<file path="src/rtl/demux_frame_collector.sv">
// -----------------------------------------------------------------------------
// demux_frame_collector
//
// Sits directly behind the 1-to-8 demux. It drives the round-robin channel
// select into the demux, takes one serial bit per accepted cycle, and places
// each bit into the frame position named by the select. Once all eight
// channel bits are in, the frame is held and offered to the consumer under a
// valid/ready handshake. While a frame is held, no new bits are taken. Any
// bit offered during that time is discarded and flagged on drop.
//
// Ports
//   clk          rising-edge clock for all state
//   rst          synchronous, active-high reset (overrides every other input)
//   d            serial data bit from the demux path
//   d_valid      d is valid this cycle
//   d_ready      collector can accept a bit this cycle (combinational)
//   sync         start-of-frame marker, restarts the frame at channel 0
//   sel          current channel index, steers the demux select
//   y            assembled frame, y[k] is the channel-k bit
//   frame_valid  y holds a complete frame
//   frame_ready  consumer accepts the frame
//   drop         one-cycle pulse, a bit was offered while d_ready=0
// -----------------------------------------------------------------------------
module demux_frame_collector #(
   parameter int CHANNELS = 8,
   parameter int SEL_W    = 3
) (
   input  logic                clk,
   input  logic                rst,
   input  logic                d,
   input  logic                d_valid,
   output logic                d_ready,
   input  logic                sync,
   output logic [SEL_W-1:0]    sel,
   output logic [CHANNELS-1:0] y,
   output logic                frame_valid,
   input  logic                frame_ready,
   output logic                drop
);

   localparam logic [0:0] ST_COLLECT = 1'b0;
   localparam logic [0:0] ST_FULL    = 1'b1;

   localparam logic [SEL_W-1:0] LAST_SEL = SEL_W'(CHANNELS - 1);

   logic [0:0]          state;
   logic [0:0]          state_nxt;
   logic [SEL_W-1:0]    sel_nxt;
   logic [CHANNELS-1:0] y_nxt;

   // Both handshake flags decode straight from the state register.
   // frame_valid therefore comes from a flop, and d_ready has no path
   // from any input.
   assign d_ready     = (state == ST_COLLECT);
   assign frame_valid = (state == ST_FULL);

   // ---- next-state / frame assembly ----
   always_comb begin
      state_nxt = state;
      sel_nxt   = sel;
      y_nxt     = y;
      case (state)
         ST_COLLECT: begin
            if (sync) begin
               // Start-of-frame marker: throw away the partial frame. A bit
               // arriving with the marker belongs to channel 0.
               y_nxt = '0;
               if (d_valid) begin
                  y_nxt[0] = d;
                  sel_nxt  = SEL_W'(1);
               end else begin
                  sel_nxt  = '0;
               end
            end else if (d_valid) begin
               y_nxt[sel] = d;
               if (sel == LAST_SEL) begin
                  // Only a completed frame wraps the select back to 0.
                  sel_nxt   = '0;
                  state_nxt = ST_FULL;
               end else begin
                  sel_nxt   = sel + SEL_W'(1);
               end
            end
         end
         ST_FULL: begin
            // The frame is frozen. sync is ignored here, so a held frame
            // can never be destroyed before the consumer takes it.
            if (frame_ready) begin
               state_nxt = ST_COLLECT;
               y_nxt     = '0;
            end
         end
         default: begin
            state_nxt = ST_COLLECT;
         end
      endcase
   end

   // ---- registered state ----
   always_ff @(posedge clk) begin
      if (rst) begin
         state <= ST_COLLECT;
         sel   <= '0;
         y     <= '0;
         drop  <= 1'b0;
      end else begin
         state <= state_nxt;
         sel   <= sel_nxt;
         y     <= y_nxt;
         // The discarded bit leaves y and sel untouched. It is only reported.
         drop  <= d_valid & ~d_ready;
      end
   end

endmodule
</file>
<file path="config.mk">
export PLATFORM = sky130hd
export DESIGN_NAME = demux_frame_collector
export DESIGN_NICKNAME = d
export VERILOG_FILES = /design/src/rtl/demux_frame_collector.sv
export SDC_FILE = /design/constraint.sdc
export NUM_CORES = 1
export LEC_CHECK = 0
export ABC_AREA = 1
export CAP_MARGIN = 20
export CORE_MARGIN = 2
export CORE_UTILIZATION = 40
export CTS_BUF_LIST = sky130_fd_sc_hd__clkbuf_8 sky130_fd_sc_hd__clkbuf_16
export DETAILED_ROUTE_END_ITERATION = 8
export PLACE_DENSITY = 0.81
export SYNTH_ARGS = -nofsm -noshare
export SYNTH_HDL_FRONTEND = slang
export SYNTH_SLANG_ARGS = --single-unit
</file>
<file path="constraint.sdc">
create_clock -name clk -period 1.65 [get_ports clk]
set_input_delay 0.2475 -clock clk [delete_from_list [all_inputs] [get_ports clk]]
set_output_delay 0.2475 -clock clk [all_outputs]
set_load 0.1 [all_outputs]
</file>
Word-level counts from Yosys, hierarchy flattened --
Cells that the tools add are included.
Storage, ports and cells: register bits after elaboration 13, output and inout bits 14, logic and storage cells 33
Cells by class: add/sub/neg operators 1, order comparisons 2, equality and inequality tests 3, muxes and demuxes 17, bitwise gates (word level) 2, reduce and logical (&&, ||, !) cells 4
Operators by type and width (count):
- $mux W8 | 3
- $pmux W8 S2 | 1
- $mux W3 | 3
- $bwmux W8 | 1
- $mux W1 | 7
- $lt A3 B4 Y1 const B | 1
- $reduce_and A2 Y1 | 2
- $add A3 B1 Y3 const B | 1
- $demux W1 S3 | 1
- $eq A3 B3 Y1 const B | 1
- $ge A3 B1 Y1 const B | 1
- $ne A3 B2 Y1 const B | 1
- $ne A2 B2 Y1 const B | 1
- $pmux W1 S2 | 1
- $reduce_bool A2 Y1 | 1
- $and A1 B1 Y1 | 1
- $logic_and A1 B1 Y1 | 1
- $not A1 Y1 | 1

Depth between registers and ports, before layout --
Gate-level depths: netlist of the first run.
word-level depth 8, gate-level depth with buffers 8, depth with buffers taken out 7

Least setup slack after synthesis of the first run --
OpenSTA, ideal clock, no wires.
path type reg2reg, start point register state, in the netlist frame_valid, end point register y[6], library setup time 70 ps, arrival 2207 ps, data required time 1580 ps, slack -627 ps, cell stages (with the launch flop) 8, path buffers 1, clock period less this slack 2277 ps, path through dfxtp_1 inv_2 nor2_4 a21oi_4 buf_6 nand2_1 nand2_1 a21oi_1
Between the ends: word-level cells in the longest chain between the ends 3, elaborated cells between the ends (all ways) 5, classes of those cells eq/ne (2); mux (1); bitwise (1); reduce/logical (1)
Ends and longest elaborated chain:
- from (decl) | RTL line 46 | logic [0:0] state;
- from (signal assigned) | RTL line 107 | state <= state_nxt;
- $not A1 Y1 (*)
- via d_ready | RTL line 32 | output logic d_ready,
- $ne A3 B2 Y1 (no line)
- $reduce_and A2 Y1 (no line)
- to (signal assigned) | RTL line 109 | y <= y_nxt;
- to (decl) | RTL line 35 | output logic [CHANNELS-1:0] y,
The timed path passes the listed nets; every way through them passes the cells marked *. A chain may end at the register's enable or synchronous reset.

Worst setup path after layout of the first run --
start point input port sync, end point register y[0]
Between the ends: word-level cells in the longest chain between the ends 2, elaborated cells between the ends (all ways) 4, classes of those cells eq/ne (1); mux (2); reduce/logical (1)
Ends and longest elaborated chain:
- from (decl) | RTL line 33 | input logic sync,
- $mux W8 or $ne A3 B2 Y1 (tied branches)
- $pmux W8 S2 or $reduce_and A2 Y1 (tied branches)
Several ways; a longest one is shown, not always the timed one.

==> results.md, run 1 <==
* Area contributors post-synth: dfxtp_1 37%, nand2_1 16%, nand3_1 11%, a21oi_1 7.9%, inv_1 6.5%
* Gpl congestion at around 0.86
* Hold path depth at 2
* Max rail drop VDD at about 0.00045 V
* CTS root buf: clkbuf_8
* GRT Util Overall at 0.181
* Drt first pass iters at 4
* Post-route ant nets at 0
* I/O Buffers at 19
* Pwr dens at 693 nW/um2
* R2R Path End: y[0]$_SDFFE_PP0P_
* YS warnings at 0
* Initial antenna violation count at 0
* Area share of the largest cell type after synthesis at 0.373
* Reg2Reg Setup Slack at 0.38 ns
* CTS Hold Bufs at 0
* Status: finished, final reports clean
* Post-synth cell types at 16
* Antenna cells at 0
* Worst path most repeated cell: nand2_1
* Hold Fails Final Rpt at 0
* Hold WC Path Type: reg -> reg
* Vias at 724
* CP arrival at roughly 1.6 ns
* Routed WL at ~1700 um
* DR iter-0 viols at 11
* Die Y at 45.8 um
* Worst hold slack at around 0.5 ns
* Kind of critical path: in -> reg
* Slew @ Worst Pin at 0.480 ns
* Register area share after synthesis at 0.373
* Nets at 135
* Synth Register Bits at 13
* Resized Gates After CTS at 0
* CP Buf/Inv Count at 1
* Core region area at ~1700 um2
* Worst-path maximum fanout at 15
* Die W at 45.8 um
* Crit-path leading delay family: buffers and inverters
* Vias/cell at 5.06
* Max-cap violation count at 0
* CP max stage delay at 0.59 ns
* Unrepaired setup endpoints after global routing: no
* Starting Density at 0.413
* Share of cells above drive strength 1 at 0.222
* Final setup fails at 0
* Slowest CP cell: clkdlybuf4s50_1
* Clock skew at 0.000794 ns
* Worst Reg-to-Reg Cells at 7
* Num CTS Buffers at 3
* Avg WL per Cell at 11.5 um
* Pins Over Slew Limit at 0
* Clk buf depth at 2
* Rel. slew slack at 0.679
* Total clock sinks at 13
* P_leak at around 0.5 nW
* Htree depth at 1
* Die footprint at around 2100 um2
* Worst hold endpoint: y[5]$_SDFFE_PP0P_
* Mapped cell area at approximately 700 um2
* # Post-CTS Setup Buffers at 0
* Clock Latency Late Sink at 0.25 ns
* Syn Area/Cell at 6.71 um2
* Area delta synth->final at 57.3%
* Fmax at around 720 MHz
* Final global-route overflow total at 0
* Syn Nets at 112
* Final Cycle Share at 0.838
* CP Launch Type: input pin
* Setup TNS at 0 ns
* Post-route DRC at 0
* R2r startpoint: frame_valid$_SDFF_PP0_
* CTS tree: done
* Synthesized instance count at 104
* CTS clk-pin slew, worst paths at ~0.06 ns
* Minimum clock period at 1.38 ns
* Global-route wire length before repair at 2630 um
* DP Wirelength at 1180 um
* Hold_sp: y[5]$_SDFFE_PP0P_
* Fill cell total of the finished layout at between 100 and 150
* Vias in the first global route at 658
* Largest net degree at the start of global routing at 16
* Critical path cell sequence: clkdlybuf4s50_1 -> nor2_4 -> a21oi_4 -> nand2_1 -> nand2_1 -> nand2_1 -> nor2_1
* I/O pins at 20
* CP required at 1.84 ns
* Leading area contributor after synthesis: dfxtp_1
* Crit. End Element: flop
* Rows at 15
[through the flow]
step           worst slack [ns]  area, um2   util  std cells  power [mW]
6_report                  0.267       1100  0.650        143       0.761
5_1_grt                   0.161       1100  0.650        143       0.783
4_1_cts                   0.283       1100  0.650        143       0.763
3_5_place_dp             0.0439       1050  0.623        139       0.473
3_3_place_gp             0.0925       1050  0.623        139       0.469
2_1_floorplan            0.0827        706      -        104       0.421
[final cells by class]
class	count	area [um2]	area share
Multi-Input combinational cell	75	369	0.336
Sequential cell	13	268	0.244
Clock buffer	3	41.3	0.0376
Timing Repair Buffer	21	345	0.314
Clock inverter	1	5.00	0.00456
Inverter	13	48.8	0.0444
Tap cell	17	21.3	0.0194
[cells in the mapped netlist]
cell and n:
nor3_1 1, clkbuf_1 1, ha_1 2, clkbuf_2 1, inv_1 12, a31oi_1 1, dfxtp_1 13, nand3_1 16
nor2_4 2, buf_6 1, nand2_1 30, a21oi_4 1, a21oi_1 11, nor2_1 7, o21ai_0 4, inv_2 1
[where the power goes]
group          internal, mW  switching (mW)
Sequential            0.318          0.0101
Clock                 0.167           0.126
Combinational        0.0511          0.0880
[placed cells by master, fill, tap and decap left out]
master,Yosys,routed
a21oi_1,11,11
a21oi_4,1,1
a31oi_1,1,1
buf_12,0,14
buf_4,0,2
clkbuf_8,0,3
clkdlybuf4s50_1,0,5
clkinv_2,0,1
dfxtp_1,13,9
dfxtp_2,0,3
dfxtp_4,0,1
ha_1,2,2
inv_1,12,12
inv_2,1,1
nand2_1,30,30
nand3_1,16,16
nor2_1,7,7
nor2_4,2,2
nor3_1,1,1
o21ai_0,4,4
[worst max path at each step]
stage                           start  cells past startpoint  slack (ns)                end
2_1_floorplan  frame_valid$_SDFF_PP0_                      5        0.08  y[2]$_SDFFE_PP0P_
3_3_place_gp                     sync                      6        0.09  y[0]$_SDFFE_PP0P_
3_5_place_dp                     sync                      6        0.04  y[0]$_SDFFE_PP0P_
4_1_cts                          sync                      7        0.28  y[0]$_SDFFE_PP0P_
5_1_grt                          sync                      6        0.16  y[0]$_SDFFE_PP0P_
6_report                         sync                      7        0.27  y[0]$_SDFFE_PP0P_
[per-layer routing]
| layer | track usage | share of wire |
|---|---|---|
| met5 | 0 | 0 |
| met4 | 0.114 | 0.031 |
| met3 | 0.0397 | 0.040 |
| met2 | 0.299 | 0.49 |
| met1 | 0.209 | 0.44 |
[flip-flops by register name, indices dropped and copies added (netlist names)]
register     cells
drop             1
y                8
frame_valid      1
sel              3
[worst register-to-register path, delay by kind of cell (launching register included)]
family | cells | cell delay (ns)
DFF | 1 | 0.37
buffers and inverters | 1 | 0.14
and+or+nand+nor | 5 | 0.41
AOI/OAI and AO/OA | 1 | 0.31
[kinds of logic after synthesis]
family / after synthesis / synth area share
compound gates: 17 / 0.140
fa+ha+maj: 2 / 0.0358
buf+inv: 16 / 0.0985
flops: 13 / 0.373
simple gates: 56 / 0.353
(Power assumes the default switching activity.)
==> inputs of run 2 (changes only) <==
Settings changed: PLACE_DENSITY 0.81 to 0.84.
Clock period 1.65 ns to 1.1 ns, I/O delays scaled along.
==> results.md, run 2 (synthesis gave the netlist of run 1 again) <==
* Status: finished, violations left
* Failing checks: setup timing
* Reg2Reg Setup Slack at -0.05 ns
* Post-Place Setup Slack at -0.362 ns
* Crit. End Element: flop
* Max-cap violation count at 0
* Initial antenna violation count at 0
* Int Pwr at 821 uW
* Pwr dens at 938 nW/um2
* CTS root buf: clkbuf_8
* Antenna cells at 0
* Core region area at 1690 um2
* Hold Fails Final Rpt at 0
* Post-route DRC at 0
* I/O pins at 20
* Final worst slack at -0.0532 ns
* Total clock sinks at 13
* Die Y at 45.8 um
* Fill cell total of the finished layout at 125
* Post-route ant nets at 0
* Avg WL per Cell at ~13 um
* Final global-route overflow total at 0
* Vias/cell at 5.27
* I/O Buffers at 19
* Worst-path maximum fanout at 14
* Htree depth at 1
* Largest net degree at the start of global routing at 15
* Post-route cell area at 1230 um2
* Die footprint at roughly 2100 um2
* Kind of critical path: reg -> reg
* Share of cells above drive strength 1 at 0.331
* Clock Power Share at 0.362
* R2R Path End: y[7]$_SDFFE_PP0P_
* Fmax at 867 MHz
* Starting Density at 0.413
* Minimum clock period at roughly 1.2 ns
* Worst hold slack at 0.504 ns
* Clock skew at 0.00295 ns
* Biggest registers after layout: y (8), sel (3)
* Unrepaired setup endpoints after global routing: yes
* Num CTS Buffers at 3
* Commonest non-fill, non-tap cell in the layout: nand2_1
* Max rail drop VDD at 0.000822 V
* Hold path depth at 2
* Routed WL at 2010 um
* CP arrival at ~1.3 ns
* Clock Latency Late Sink at 0.24 ns
* CP Launch Type: flop
* Vias in the first global route at 693
* Largest register FFs at 8
* DP Wirelength at 1420 um
* Worst Reg-to-Reg Cells at 6
* DR iter-0 viols at 21
* Global-route wire length before repair at 2910 um
* Final setup fails at 2
* CTS clk-pin slew, worst paths at 0.06 ns
* Clk buf depth at 2
* Reg power frac at 0.422
* CP required at 1.24 ns
* Nets at 142
* Area after DPL at ~1200 um2
* Switching power at 333 uW
* Drt first pass iters at 4
* CTS tree: done
* Switching Share at 0.289
* Slew @ Worst Pin at 0.273 ns
* Setup TNS at -0.0622 ns
* Top reg by flops: y
* Vias at between 700 and 800
* Highest-count cells in the layout ignoring fill and taps: 30 x nand2_1, 15 x nand3_1, 15 x buf_12
* Hold_sp: y[1]$_SDFFE_PP0P_
* Final Cycle Share at 1.05
* Area delta synth->final at 76.2%
* P_leak at 0.543 nW
* Gpl congestion at 0.810
* GRT Util Overall at 0.196
* Rel. slew slack at 0.817
* Worst hold endpoint: y[1]$_SDFFE_PP0P_
* R2r startpoint: frame_valid$_SDFF_PP0_
* Die W at 45.8 um
* Hold WC Path Type: reg -> reg
* Comb power frac at 0.216
* Pins Over Slew Limit at 0
* Rows at 15
-- run 2: worst max-delay path by stage --
stage	end	cells after the start	start	slack [ns]
detailed placement	sel[0]$_SDFFE_PP0P_	5	sync	-0.36
global route	y[7]$_SDFFE_PP0P_	6	frame_valid$_SDFF_PP0_	-0.08
finish	y[7]$_SDFFE_PP0P_	6	frame_valid$_SDFF_PP0_	-0.05
CTS	y[7]$_SDFFE_PP0P_	6	frame_valid$_SDFF_PP0_	-0.04
global placement	sel[0]$_SDFFE_PP0P_	5	sync	-0.34
floorplan	y[6]$_SDFFE_PP0P_	7	frame_valid$_SDFF_PP0_	-0.23
-- run 2: final cells by class --
class,instances,area [um2],area share
well taps,17,21.3,0.0173
multi-input cells,75,413,0.336
clock inverters,1,3.75,0.00305
inverters,13,61.3,0.0498
clock buffers,3,41.3,0.0336
repair buffers,28,413,0.336
flip-flops and latches,13,277,0.225
-- run 2: worst max-delay path, cell delays in order, from the launching register on --
cell and delay (ns):
dfxtp_4 0.43, nor2_4 0.06, a21oi_4 0.18, buf_12 0.15, nand2_1 0.07, nand2_1 0.09, a21oi_2 0.06
-- run 2: timing repair --
item	in CTS	in global routing
gates cloned	0	0
gates resized for setup	4	4
endpoints found under the setup margin	11	12
hold buffers	0	0
setup buffers	0	2
pin swaps	3	4
-- run 2: power by group through the flow --
stage	Clock, mW	Combinational [mW]	Sequential, mW
3_3_place_gp	0	0.228	0.497
5_1_grt	0.450	0.267	0.488
3_5_place_dp	0	0.235	0.497
2_1_floorplan	0	0.0880	0.548
6_report	0.417	0.250	0.487
4_1_cts	0.425	0.238	0.487
-- run 2: metrics by stage --
step                cells  utilization  power [mW]
floorplan             104            -       0.636
global placement      144        0.683       0.724
detailed placement    144        0.683       0.733
CTS                   148        0.711        1.15
global route          150        0.728        1.21
finish                150        0.728        1.15
-- run 2: per-layer routing --
| metal | share of wire | track usage | vias to the layer above |
|---|---|---|---|
| met5 | 0 | 0 | - |
| met4 | 0.039 | 0.0971 | 0 |
| met3 | 0.054 | 0.0556 | 10 |
| met2 | 0.51 | 0.321 | 32 |
| met1 | 0.40 | 0.232 | 355 |
| li1 | - | - | 393 |
==> inputs of run 3 (changes only) <==
==> constraint.sdc (replaced) <==
create_clock -name clk -period 1.1 [get_ports clk]
set_input_delay 0.11 -clock clk [delete_from_list [all_inputs] [get_ports clk]]
set_output_delay 0.11 -clock clk [all_outputs]
set_load 0.1 [all_outputs]
==> results.md, run 3 (synthesis gave the netlist of run 1 again) <==
* Status: finished, final reports clean
* Core region area at around 1700 um2
* CP Launch Type: flop
* Pwr dens at 923 nW/um2
* Area delta synth->final at 79.0%
* Global-route wire length before repair at 2930 um
* Switching power at around 330 uW
* Clk buf depth at 2
* Worst-path maximum fanout at 4
* Nets at 143
* Setup TNS at 0 ns
* Post-layout util at 0.740
* CTS clk-pin slew, worst paths at 0.06 ns
* Comb power frac at 0.217
* Minimum clock period at 1.08 ns
* Max-cap violation count at 0
* I/O pins at 20
* Die footprint at 2100 um2
* Worst Reg-to-Reg Cells at 6
* Largest register FFs at 8
* Critical path cell sequence: buf_4 -> buf_12
* Post-Place Setup Slack at -0.321 ns
* Die W at 45.8 um
* Starting Density at 0.413
* Top reg by flops: y
* Antenna cells at 0
* Final worst slack at 0.0170 ns
* Clock Latency Late Sink at 0.24 ns
* Kind of critical path: reg -> out
* Clock skew at 0.00457 ns
* Fmax at 923 MHz
* Hold WC Path Type: in -> reg
* Total clock sinks at 13
* Avg WL per Cell at between 10 and 15 um
* Int Pwr at 820 uW
* Routed WL at 1870 um
* Final setup fails at 0
* Gpl congestion at around 0.85
* Die Y at 45.8 um
* Final Cycle Share at 0.985
* Rows at 15
* Unrepaired setup endpoints after global routing: yes
* Vias/cell at between 5 and 6
* CTS tree: done
* Hold path depth at 3
* Final global-route overflow total at 0
* Largest net degree at the start of global routing at 15
* I/O Buffers at 19
* R2r startpoint: frame_valid$_SDFF_PP0_
* Vias at 783
* Num CTS Buffers at 3
* Post-route ant nets at 0
* DP Wirelength at 1280 um
* Worst hold endpoint: drop$_SDFF_PP0_
* DR iter-0 viols at 26
* Post-route DRC at 0
* Drt first pass iters at 4
* Biggest registers after layout: y (8), sel (3)
* Worst hold slack at 0.235 ns
* Slew @ Worst Pin at 0.204 ns
* Switching Share at 0.289
* Reg2Reg Setup Slack at about 0.017 ns
* Vias in the first global route at ~720
* Total Power at 1.15 mW
* Commonest non-fill, non-tap cell in the layout: nand2_1
* P_leak at 0.559 nW
* Rel. slew slack at 0.864
* Clock Power Share at 0.363
* Crit. End Element: output port
* Htree depth at 1
* Hold_sp: d_valid
* Initial antenna violation count at 0
* CP arrival at 0.97 ns
* Hold Fails Final Rpt at 0
* Pins Over Slew Limit at 0
* R2R Path End: y[5]$_SDFFE_PP0P_
* Reg power frac at 0.420
* CTS root buf: clkbuf_8
* CP max stage delay at 0.42 ns
* Max rail drop VDD at 0.000676 V
* CP required at 0.99 ns
* Slowest CP cell: dfxtp_4
* Highest-count cells in the layout ignoring fill and taps: 28 x nand2_1, 15 x nand3_1, 15 x buf_12
* Share of cells above drive strength 1 at 0.358
* GRT Util Overall at 0.196
==> run 3: layout make-up <==
class / instances / area [um2]
Clock buffer: 3 / 41.3
Clock inverter: 1 / 3.75
Fill cell: 124 / 439
Inverter: 13 / 61.3
Multi-Input combinational cell: 75 / 422
Sequential cell: 13 / 277
Tap cell: 17 / 21.3
Timing Repair Buffer: 29 / 424
==> run 3: how the worst max path moves through the flow <==
stage                                start                   to  slack [ns]  cells after the start
CTS                    sel[1]$_SDFFE_PP0P_  sel[2]$_SDFFE_PP0P_       0.001                      4
floorplan           frame_valid$_SDFF_PP0_    y[6]$_SDFFE_PP0P_       -0.23                      7
detailed placement                    sync  sel[0]$_SDFFE_PP0P_       -0.32                      5
finish              frame_valid$_SDFF_PP0_          frame_valid        0.02                      2
global route        frame_valid$_SDFF_PP0_    y[5]$_SDFFE_PP0P_       -0.05                      6
global placement                      sync  sel[0]$_SDFFE_PP0P_       -0.28                      5
==> run 3: power groups by stage <==
stage / combinational, mW / sequential, mW / clock [mW]
6_report: 0.250 / 0.485 / 0.419
5_1_grt: 0.268 / 0.486 / 0.447
4_1_cts: 0.238 / 0.487 / 0.432
3_5_place_dp: 0.232 / 0.497 / 0
3_3_place_gp: 0.225 / 0.497 / 0
2_1_floorplan: 0.0880 / 0.548 / 0
==> run 3: what timing repair did <==
| action | in CTS | in global routing |
|---|---|---|
| hold buffers | 0 | 0 |
| pin swaps | 2 | 5 |
| buffers inserted | 2 | 2 |
| endpoints found under the setup margin | 6 | 12 |
| gates cloned | 0 | 0 |
| gates resized for setup | 4 | 7 |
==> run 3: worst max-delay path, delay by kind of cell (launching register included) <==
kind     cells  cell delay (ns)
buf+inv      2             0.30
flops        1             0.42
==> run 3: per-layer routing <==
metal  track usage  wire, um  share of wire  vias up
li1              -         -              -      397
met1         0.260       829           0.44      365
met2         0.301       938           0.50       16
met3        0.0357        63          0.034        5
met4         0.103        36          0.019        0
met5             0         0              0        -
==> run 3: stage by stage <==
stage / area (um2) / cells
2_1_floorplan: 766 / 104
3_3_place_gp: 1150 / 143
3_5_place_dp: 1150 / 143
4_1_cts: 1210 / 149
5_1_grt: 1250 / 151
6_report: 1250 / 151
